[config.mk]
export PLATFORM = sky130hd
export DESIGN_NAME = sat_counter
export DESIGN_NICKNAME = d
export VERILOG_FILES = /design/src/rtl/sat_counter.sv
export SDC_FILE = /design/constraint.sdc
export NUM_CORES = 1
export LEC_CHECK = 0
export CAP_MARGIN = 20
export CORE_MARGIN = 8
export CORE_UTILIZATION = 47
export DETAILED_ROUTE_END_ITERATION = 6
export PLACE_DENSITY = 0.76
export RECOVER_POWER = 100
export SLEW_MARGIN = 20
export SYNTH_ARGS = -nofsm -noshare
export SYNTH_HDL_FRONTEND = slang
export SYNTH_SLANG_ARGS = --single-unit
export TNS_END_PERCENT = 1
[constraint.sdc]
create_clock -name clk -period 1.85 [get_ports clk]
set_input_delay 0.37 -clock clk [delete_from_list [all_inputs] [get_ports clk]]
set_output_delay 0.37 -clock clk [all_outputs]
set_load 0.02 [all_outputs]
[src/rtl/sat_counter.sv]
// Saturating up-counter with sync reset and clear.
// Ports: clk, reset, clr, inc in; q [W-1:0] out.
module sat_counter #(
   parameter int W = 16
) (
   input  logic         clk,
   input  logic         reset,
   input  logic         clr,
   input  logic         inc,
   output logic [W-1:0] q
);

   always_ff @(posedge clk) begin
      if (reset || clr) begin
         q <= '0;
      end else if (inc && (q != '1)) begin
         q <= q + 1'b1;
      end
   end

endmodule

==> impl_metrics.py, run 1 <==
metrics = {
    "clock_tree": {
        "numCtsBuffers": 3,
        "clk_pin_slew_ns": 0.09,
        "clock_path_buffers": 2,
        "clock_latency_ns": 0.29,
        "root_buffer": "clkbuf_4",
        "cts_tree": "done",
        "hold_buffers": 0,
        "numClockSinks": 16,
        "cts_max_level": 1,
    },
    "final_layout": {
        "final_cell_mix": "clkdlybuf4s50_1 (17), dfxtp_1 (15), a21oi_1 (9)",
        "drive_gt1_frac": 0.115,
        "max_flop_register": "q",
        "n_fill_cell": 151,
        "nets": 129,
        "diodes": 0,
        "reg.largest.list": "q x16",
        "layout_commonest_cell": "clkdlybuf4s50_1",
        "largest_register_ffs": 16,
        "instances_no_fill": 147,
        "design_area_sq_um": 1100,
        "seq_area_sq_um": 322,
        "multi_input_area_sq_um": 487,
        "area_growth_pct": 30.4,
    },
    "hold_path": {
        "hp-class": "reg2reg",
    },
    "timing": {
        "worst_pin_slew_ns": 0.388,
        "fin_worst_hold_slack_ns": 0.525,
        "min_period_ns": 1.78,
        "period_share": 0.963,
        "finClkSkew_ns": 0.000623,
        "rsz0062_at_grt": "no",
        "tns_ns": 0,
        "fmax_ghz": 0.561,
        "hold_viol": 0,
        "max_slew_margin": 0.740,
        "setup_viol": 0,
        "drv_slew": 0,
    },
    "pwr": {
        "p_leak_nw": 0.402,
        "p_sw_uw": 128,
        "seqPwrFrac": 0.613,
        "ir_drop_v": 0.000448,
        "sw_frac_of_total": 0.226,
        "p_int_uw": 438,
        "p_per_area_nw_per_um2": 512,
        "p_clk_frac": 0.325,
        "p_comb_frac": 0.062,
    },
    "die": {
        "rows": 15,
        "die_area_sq_um": 3420,
        "dieWidth_microns": 58.5,
        "die_h_microns": 58.5,
        "core_area_sq_um": 1710,
        "ioPinCount": 20,
        "start_util": 0.496,
    },
    "grt": {
        "grt_start_max_net_pins": 16,
        "overflow": 0,
        "antenna_found_initial": 0,
        "grt_usage": 0.138,
        "grt_pass1_wl_mm": 3.75,
        "grt_pass1_vias": 818,
    },
    "flow_run": {
        "maxCapViolCount": 0,
    },
    "placed_design": {
        "dp_hpwl_mm": 1.61,
        "globalplace.congestion": 0.764,
        "portBuffers": 19,
        "dp_cells": 144,
        "post_dp_cell_area_sq_um": 1120,
    },
    "setup_path": {
        "end_kind": "primary output",
        "worstSetupPathType": "reg2out",
        "slowest_delay_ns": 0.61,
        "startpoint_type": "flop",
        "worst_path_dominant_cell_family": "buffers and inverters",
        "critPathArrivalTime_ns": 1.41,
        "cp.required_ns": 1.48,
        "path_max_fanout": 4,
        "path_cells": "clkbuf_2 -> clkdlybuf4s50_1",
        "cp_num_buf_inv": 2,
        "cpMaxStageDelayCell": "clkdlybuf4s50_1",
    },
    "status": {
        "status": "complete, no violations",
    },
    "logic_synthesis": {
        "synthMuxAreaShare": 0,
        "syn_area_sq_um": 847,
        "synth_top_family_by_area": "simple AND/OR/NAND/NOR gates",
        "synth_edf_count": 0,
        "synth_simple_gate_area_share": 0.338,
        "netlist.area_leader.share": 0.378,
        "avgSynthCellArea_sq_um": 8.92,
        "synthAdderAreaFrac": 0.0148,
        "ys_seq_area_frac": 0.378,
        "synthArstFlopShare": 0,
        "synthXorXnorAreaFrac": 0.0310,
        "ys.flop_type": "dfxtp_1",
        "syn_inst": 95,
        "synth_fp_nets": 100,
        "synth_compound_area_frac": 0.219,
        "synth_top_area_cell": "dfxtp_1",
        "yosysWarnings": 0,
        "ys_types": 30,
        "yosys_register_bits": 16,
        "yosys-top-cells-area": "dfxtp_1 (38%), a21oi_1 (5.3%), a41o_1 (4.7%)",
    },
    "drt": {
        "initialDrtViolationCount": 13,
        "first_pass_iters": 4,
        "antenna_left": 0,
        "routed_via_density": 5.95,
        "wl_per_cell_microns": 14.8,
        "drc": 0,
        "routed_wl_mm": 2.17,
        "vias": 874,
    },
}
[path summary, 6_finish.rpt]
kind         cells after the start          startpoint                  to  slack (ns)
max reg2reg                      4   q[4]$_SDFFE_PP0P_   q[5]$_SDFFE_PP0P_        0.15
min reg2reg                      2  q[15]$_SDFFE_PP0P_  q[15]$_SDFFE_PP0P_        0.52
max                              2   q[0]$_SDFFE_PP0P_                q[0]        0.07
min                              2  q[15]$_SDFFE_PP0P_  q[15]$_SDFFE_PP0P_        0.52
[tightest hold or removal path: cells and delay by family, from the launching register on]
family / cells / cell delay (ns)
AOI/OAI and AO/OA: 2 / 0.14
DFF: 1 / 0.35
[logic make-up after synthesis]
family | count (synthesis)
fa+ha+maj | 1
buf+inv | 4
compound gates | 27
simple gates | 44
xor+xnor | 3
flops | 16
[metal layers]
metal / vias to the layer above / track usage / routed length, microns
met5: - / 0 / 0
met4: 0 / 0.0734 / 56
met3: 7 / 0.0391 / 155
met2: 28 / 0.228 / 1050
met1: 406 / 0.157 / 905
li1: 433 / - / -
[stage by stage]
stage                     power (mW)  setup WS [ns]  utilization
after global placement         0.390         0.0503        0.653
after global routing           0.584        0.00811        0.647
after detailed placement       0.391         0.0178        0.653
final                          0.565         0.0689        0.647
after CTS                      0.569        0.00791        0.667
after floorplan                0.370         0.0872            -
[Yosys cell counts, types with 2 or more instances]
library cell / number
a21oi_1: 9
a31oi_1: 3
a41o_1: 4
and2_1: 2
and4_1: 4
clkbuf_1: 2
dfxtp_1: 16
nand2_1: 6
nand3_1: 5
nand4_1: 5
nor2_1: 7
o21ai_0: 5
o31ai_1: 3
or3_1: 5
or4_1: 3
xor2_1: 2
[power by group through the flow]
| stage | sequential (mW) | combinational, mW | clock (mW) |
|---|---|---|---|
| floorplan | 0.357 | 0.0130 | 0 |
| global placement | 0.355 | 0.0356 | 0 |
| detailed placement | 0.355 | 0.0361 | 0 |
| CTS | 0.347 | 0.0364 | 0.186 |
| global route | 0.347 | 0.0387 | 0.198 |
| finish | 0.347 | 0.0350 | 0.184 |
[final cells by class]
type | instances | area share
repair buffers | 27 | 0.216
well taps | 25 | 0.0283
clock buffers | 3 | 0.0204
inverters | 1 | 0.00340
flip-flops and latches | 16 | 0.291
multi-input cells | 75 | 0.441
[what timing repair did]
item / in CTS / in global routing
setup endpoints to repair: 0 / 1
resized for setup: 0 / 1
buffers inserted: 0 / 0
Power figures use the tool's default switching activity.
==> run 2: changes to the inputs <==
==> constraint.sdc (replaced) <==
create_clock -name clk -period 1.85 [get_ports clk]
set_input_delay 0.37 -clock clk [delete_from_list [all_inputs] [get_ports clk]]
set_output_delay 0.37 -clock clk [all_outputs]
set_load 0.1 [all_outputs]
==> run 2 against run 1 <==
Sequential share of layout area shrank 1.1 points. Final cell count is 2.0% lower. Maximum frequency is 1.6% higher. Worst hold slack got worse by 0.018 ns.
==> impl_metrics.py, run 2 (synthesis results as in run 1) <==
metrics = {
    "status": {
        "status": "complete, no violations",
    },
    "clock_tree": {
        "clock_path_buffers": 2,
        "cts_tree": "done",
        "clk_pin_slew_ns": 0.09,
        "clock_latency_ns": 0.29,
        "numClockSinks": 16,
        "cts_max_level": 1,
        "root_buffer": "clkbuf_4",
        "numCtsBuffers": 3,
    },
    "final_layout": {
        "nets": 125,
        "design_area_sq_um": 1230,
        "multi_input_area_sq_um": 520,
        "final_cell_mix": "buf_12 (11), a21oi_1 (9), dfxtp_1 (9)",
        "area_growth_pct": 44.9,
        "drive_gt1_frac": 0.303,
        "layout_commonest_cell": "buf_12",
        "seq_area_sq_um": 344,
        "n_fill_cell": 141,
        "reg.largest.list": "q x16",
        "diodes": 0,
        "largest_register_ffs": 16,
        "max_flop_register": "q",
    },
    "grt": {
        "grt_usage": 0.140,
        "grt_pass1_vias": 874,
        "grt_pass1_wl_mm": 3.90,
        "antenna_found_initial": 0,
        "grt_start_max_net_pins": 16,
        "overflow": 0,
    },
    "placed_design": {
        "place_ws_ns": -0.0438,
        "post_dp_cell_area_sq_um": 1280,
        "dp_hpwl_mm": 1.65,
        "globalplace.congestion": 0.801,
        "portBuffers": 19,
    },
    "pwr": {
        "p_per_area_nw_per_um2": 470,
        "p_leak_nw": 0.470,
        "ir_drop_v": 0.000429,
    },
    "timing": {
        "tns_ns": 0,
        "fin_worst_hold_slack_ns": 0.507,
        "finClkSkew_ns": 0.00407,
        "min_period_ns": 1.75,
        "rsz0062_at_grt": "no",
        "setup_viol": 0,
        "drv_slew": 0,
        "layout_setup_ws_ns": 0.0975,
        "period_share": 0.947,
        "worst_pin_slew_ns": 0.545,
        "max_slew_margin": 0.638,
        "hold_viol": 0,
        "fmax_ghz": 0.571,
    },
    "setup_path": {
        "cp.depth": 4,
        "critPathArrivalTime_ns": 1.99,
        "path_max_fanout": 8,
        "slowest_delay_ns": 0.54,
        "cpMaxStageDelayCell": "or4_4",
        "cp.required_ns": 2.09,
        "end_kind": "flop",
        "worstSetupPathType": "reg2reg",
        "cp_num_buf_inv": 0,
        "worst_path_dominant_cell_family": "simple AND/OR/NAND/NOR gates",
        "path_cells": "nand4_1 -> or4_4 -> a31oi_1 -> a41o_1",
        "rr_worst_depth": 4,
        "startpoint_type": "flop",
    },
    "drt": {
        "routed_wl_mm": 2.31,
        "antenna_left": 0,
        "vias": 876,
        "initialDrtViolationCount": 25,
        "route.met3.wl_microns": 161,
        "top_layer": "met4",
        "routed_via_density": 6.08,
        "drc": 0,
        "first_pass_iters": 4,
        "wl_per_cell_microns": 16.1,
        "route.met2.wl_mm": 1.07,
        "drt-met1-wl_mm": 1.00,
    },
    "flow_run": {
        "maxCapViolCount": 0,
    },
    "hold_path": {
        "hold_path_depth": 2,
        "hp-class": "reg2reg",
    },
    "die": {
        "core_area_sq_um": 1710,
        "rows": 15,
        "die_area_sq_um": 3420,
        "start_util": 0.496,
        "die_h_microns": 58.5,
        "dieWidth_microns": 58.5,
        "ioPinCount": 20,
    },
}
run 2: cell count changes in the layout (fill, tap and decap cells not counted), moves of 2 or more:
cell / change
clkbuf_2: +2
dfxtp_1: -6
clkdlybuf4s50_1: -14
buf_12: +11
dfxtp_4: +6
dlygate4sd3_1: -2
run 2: where the power goes:
| group | switching, mW | internal (mW) | leakage, nW |
|---|---|---|---|
| Clock | 0.112 | 0.0839 | 0.0150 |
| Combinational | 0.0263 | 0.0137 | 0.320 |
| Sequential | 0.00218 | 0.338 | 0.134 |
run 2: layout make-up:
type,count,share of cell area
timing repair buffer,23,0.246
clock buffer,4,0.0214
tap,25,0.0255
inverter,1,0.00306
sequential,16,0.280
multi-input combinational,75,0.424
run 2: routing by layer:
layer | track usage | vias to the layer above
met3 | 0.0370 | 17
li1 | - | 425
met5 | 0 | -
met1 | 0.161 | 390
met2 | 0.228 | 44
met4 | 0.0804 | 0
run 2: path summary, 6_finish.rpt:
check                 endpoint               start  slack, ns
max reg2reg  q[7]$_SDFFE_PP0P_  q[10]$_SDFFE_PP0P_        0.1
min          q[1]$_SDFFE_PP0P_   q[1]$_SDFFE_PP0P_       0.51
max          q[7]$_SDFFE_PP0P_  q[10]$_SDFFE_PP0P_        0.1
min reg2reg  q[1]$_SDFFE_PP0P_   q[1]$_SDFFE_PP0P_       0.51
run 2: what timing repair did:
action | CTS | global route
hold endpoints to repair | 0 | 0
hold buffers | 0 | 0
gates resized for setup | 0 | 2
setup buffers | 0 | 0
setup endpoints to repair | 0 | 2
run 2: through the flow:
step	instances	power (mW)	util
after floorplan	95	0.372	-
after global placement	140	0.392	0.750
after detailed placement	140	0.392	0.750
after CTS	144	0.583	0.766
after global routing	144	0.592	0.719
final	144	0.576	0.719
run 2: tightest hold or removal path, stage by stage, from the launching register on:
cell	delay, ns
dfxtp_4	0.37
nand2_1	0.06
a21oi_1	0.05
==> run 3: changes to the inputs <==
==> constraint.sdc (replaced) <==
create_clock -name clk -period 1.71 [get_ports clk]
set_input_delay 0.342 -clock clk [delete_from_list [all_inputs] [get_ports clk]]
set_output_delay 0.342 -clock clk [all_outputs]
set_load 0.1 [all_outputs]
==> run 3 against run 2 <==
Clock power increased by 5%. Critical path depth up 2. Power increased by 6.2%. Worst hold slack worse by 0.0023 ns. Via count grew 0.46%. Setup slack worse by 0.033 ns. Clock skew grew 0.0014 ns. Die area unchanged. Core utilization increased by 4.3 points. Cell area grew 6.0%. Maximum frequency rose by 6.5%. Largest cell class unchanged.
==> impl_metrics.py, run 3 (synthesis results as in run 1) <==
metrics = {
    "clock_tree": {
        "clk_pin_slew_ns": 0.09,
        "cts_tree": "done",
        "clock_path_buffers": 2,
        "hold_buffers": 0,
        "root_buffer": "clkbuf_4",
        "numCtsBuffers": 3,
        "cts_resized": 0,
        "clock_latency_ns": 0.29,
        "cts_setup_buffers": 0,
        "numClockSinks": 16,
        "cts_max_level": 1,
    },
    "die": {
        "dieWidth_microns": 58.5,
        "core_area_sq_um": 1710,
        "ioPinCount": 20,
        "die_area_sq_um": 3420,
        "die_h_microns": 58.5,
        "start_util": 0.496,
        "rows": 15,
    },
    "pwr": {
        "seqPwrFrac": 0.574,
        "ir_drop_v": 0.000357,
        "p_sw_uw": 155,
        "p_comb_frac": 0.089,
        "p_clk_frac": 0.336,
        "p_int_uw": 458,
        "p_per_area_nw_per_um2": 470,
        "sw_frac_of_total": 0.252,
        "p_leak_nw": 0.484,
    },
    "timing": {
        "min_period_ns": 1.65,
        "max_slew_margin": 0.637,
        "hold_viol": 0,
        "rsz0062_at_grt": "yes",
        "finClkSkew_ns": 0.00544,
        "layout_setup_ws_ns": 0.0650,
        "period_share": 0.962,
        "setup_viol": 0,
        "drv_slew": 0,
        "worst_pin_slew_ns": 0.547,
        "fmax_ghz": 0.608,
    },
    "final_layout": {
        "layout_commonest_cell": "dfxtp_4",
        "drive_gt1_frac": 0.423,
        "reg.largest.list": "q x16",
        "area_growth_pct": 53.6,
        "largest_register_ffs": 16,
        "design_area_sq_um": 1300,
        "diodes": 0,
        "n_fill_cell": 123,
        "max_flop_register": "q",
        "nets": 129,
        "final_cell_mix": "dfxtp_4 (16), buf_12 (11), a21oi_1 (9)",
    },
    "setup_path": {
        "worstSetupPathType": "reg2reg",
        "end_kind": "flop",
        "crit_path_end": "q[0]$_SDFFE_PP0P_",
        "startpoint_type": "flop",
        "path_max_fanout": 4,
        "r2r_start": "q[0]$_SDFFE_PP0P_",
        "r2r_slack_ns": 0.06,
        "setup.worst_path.start": "q[0]$_SDFFE_PP0P_",
        "rr_worst_depth": 6,
        "cp.required_ns": 1.88,
        "r2r_end": "q[0]$_SDFFE_PP0P_",
        "critPathArrivalTime_ns": 1.82,
    },
    "drt": {
        "drt-met1-wl_microns": 941,
        "wl_per_cell_microns": 15.3,
        "route.met3.wl_microns": 126,
        "initialDrtViolationCount": 10,
        "route.met2.wl_mm": 1.16,
        "drc": 0,
        "top_layer": "met4",
        "first_pass_iters": 4,
        "vias": 880,
        "routed_via_density": 5.95,
        "antenna_left": 0,
        "routed_wl_mm": 2.27,
    },
    "grt": {
        "overflow": 0,
        "grt_pass1_vias": 879,
        "grt_pass1_wl_mm": 3.82,
        "antenna_found_initial": 0,
        "grt_usage": 0.143,
        "grt_start_max_net_pins": 16,
    },
    "placed_design": {
        "globalplace.congestion": 0.785,
        "dp_hpwl_mm": 1.80,
        "place_ws_ns": -0.131,
        "portBuffers": 19,
        "post_dp_cell_area_sq_um": 1350,
    },
    "flow_run": {
        "maxCapViolCount": 0,
    },
    "status": {
        "status": "complete, no violations",
    },
    "hold_path": {
        "hp-class": "reg2reg",
    },
}
## run 3: cell type report
type                            count  area (sq um)  area share
Multi-Input combinational cell     75           524       0.403
Sequential cell                    16           380       0.292
Timing Repair Buffer               27           335       0.258
Tap cell                           25          31.3      0.0240
Clock buffer                        3          22.5      0.0173
Clock inverter                      1          3.75     0.00288
Inverter                            1          3.75     0.00288
## run 3: how the worst min path moves through the flow
stage                        from                 end  slack (ns)  cells after the start
4_1_cts        q[15]$_SDFFE_PP0P_  q[15]$_SDFFE_PP0P_        0.52                      2
2_1_floorplan                 inc   q[1]$_SDFFE_PP0P_        0.49                      2
6_report       q[15]$_SDFFE_PP0P_  q[15]$_SDFFE_PP0P_        0.50                      2
3_3_place_gp   q[15]$_SDFFE_PP0P_  q[15]$_SDFFE_PP0P_        0.50                      2
5_1_grt        q[15]$_SDFFE_PP0P_  q[15]$_SDFFE_PP0P_        0.56                      2
3_5_place_dp   q[15]$_SDFFE_PP0P_  q[15]$_SDFFE_PP0P_        0.51                      2
## run 3: power by group through the flow
stage,Combinational (mW),Clock [mW],Sequential [mW]
final,0.0548,0.206,0.352
after global routing,0.0590,0.219,0.352
after CTS,0.0553,0.214,0.352
after detailed placement,0.0551,0,0.361
after global placement,0.0532,0,0.360
after floorplan,0.0144,0,0.373
## run 3: metrics by stage
| stage | cells | utilization | total power [mW] | hold WS (ns) | setup TNS [ns] |
|---|---|---|---|---|---|
| 2_1_floorplan | 95 | - | 0.388 | 0.492 | -0.162 |
| 3_3_place_gp | 144 | 0.790 | 0.414 | 0.498 | -0.164 |
| 3_5_place_dp | 144 | 0.790 | 0.416 | 0.505 | -0.510 |
| 4_1_cts | 148 | 0.805 | 0.621 | 0.520 | 0 |
| 5_1_grt | 148 | 0.762 | 0.630 | 0.555 | -0.113 |
| 6_report | 148 | 0.762 | 0.612 | 0.505 | 0 |
## run 3: per-layer routing
layer,GRT usage,vias to the layer above
met3,0.0435,4
met1,0.151,422
li1,-,435
met4,0.0874,0
met2,0.241,19
met5,0,-
## run 3: critical path, cell delays in order, from the launching register on
cell and delay [ns]:
dfxtp_4 0.37, ha_4 0.14, nand3_1 0.14, o41ai_2 0.49
buf_4 0.20, xor2_1 0.14, nor2_1 0.06
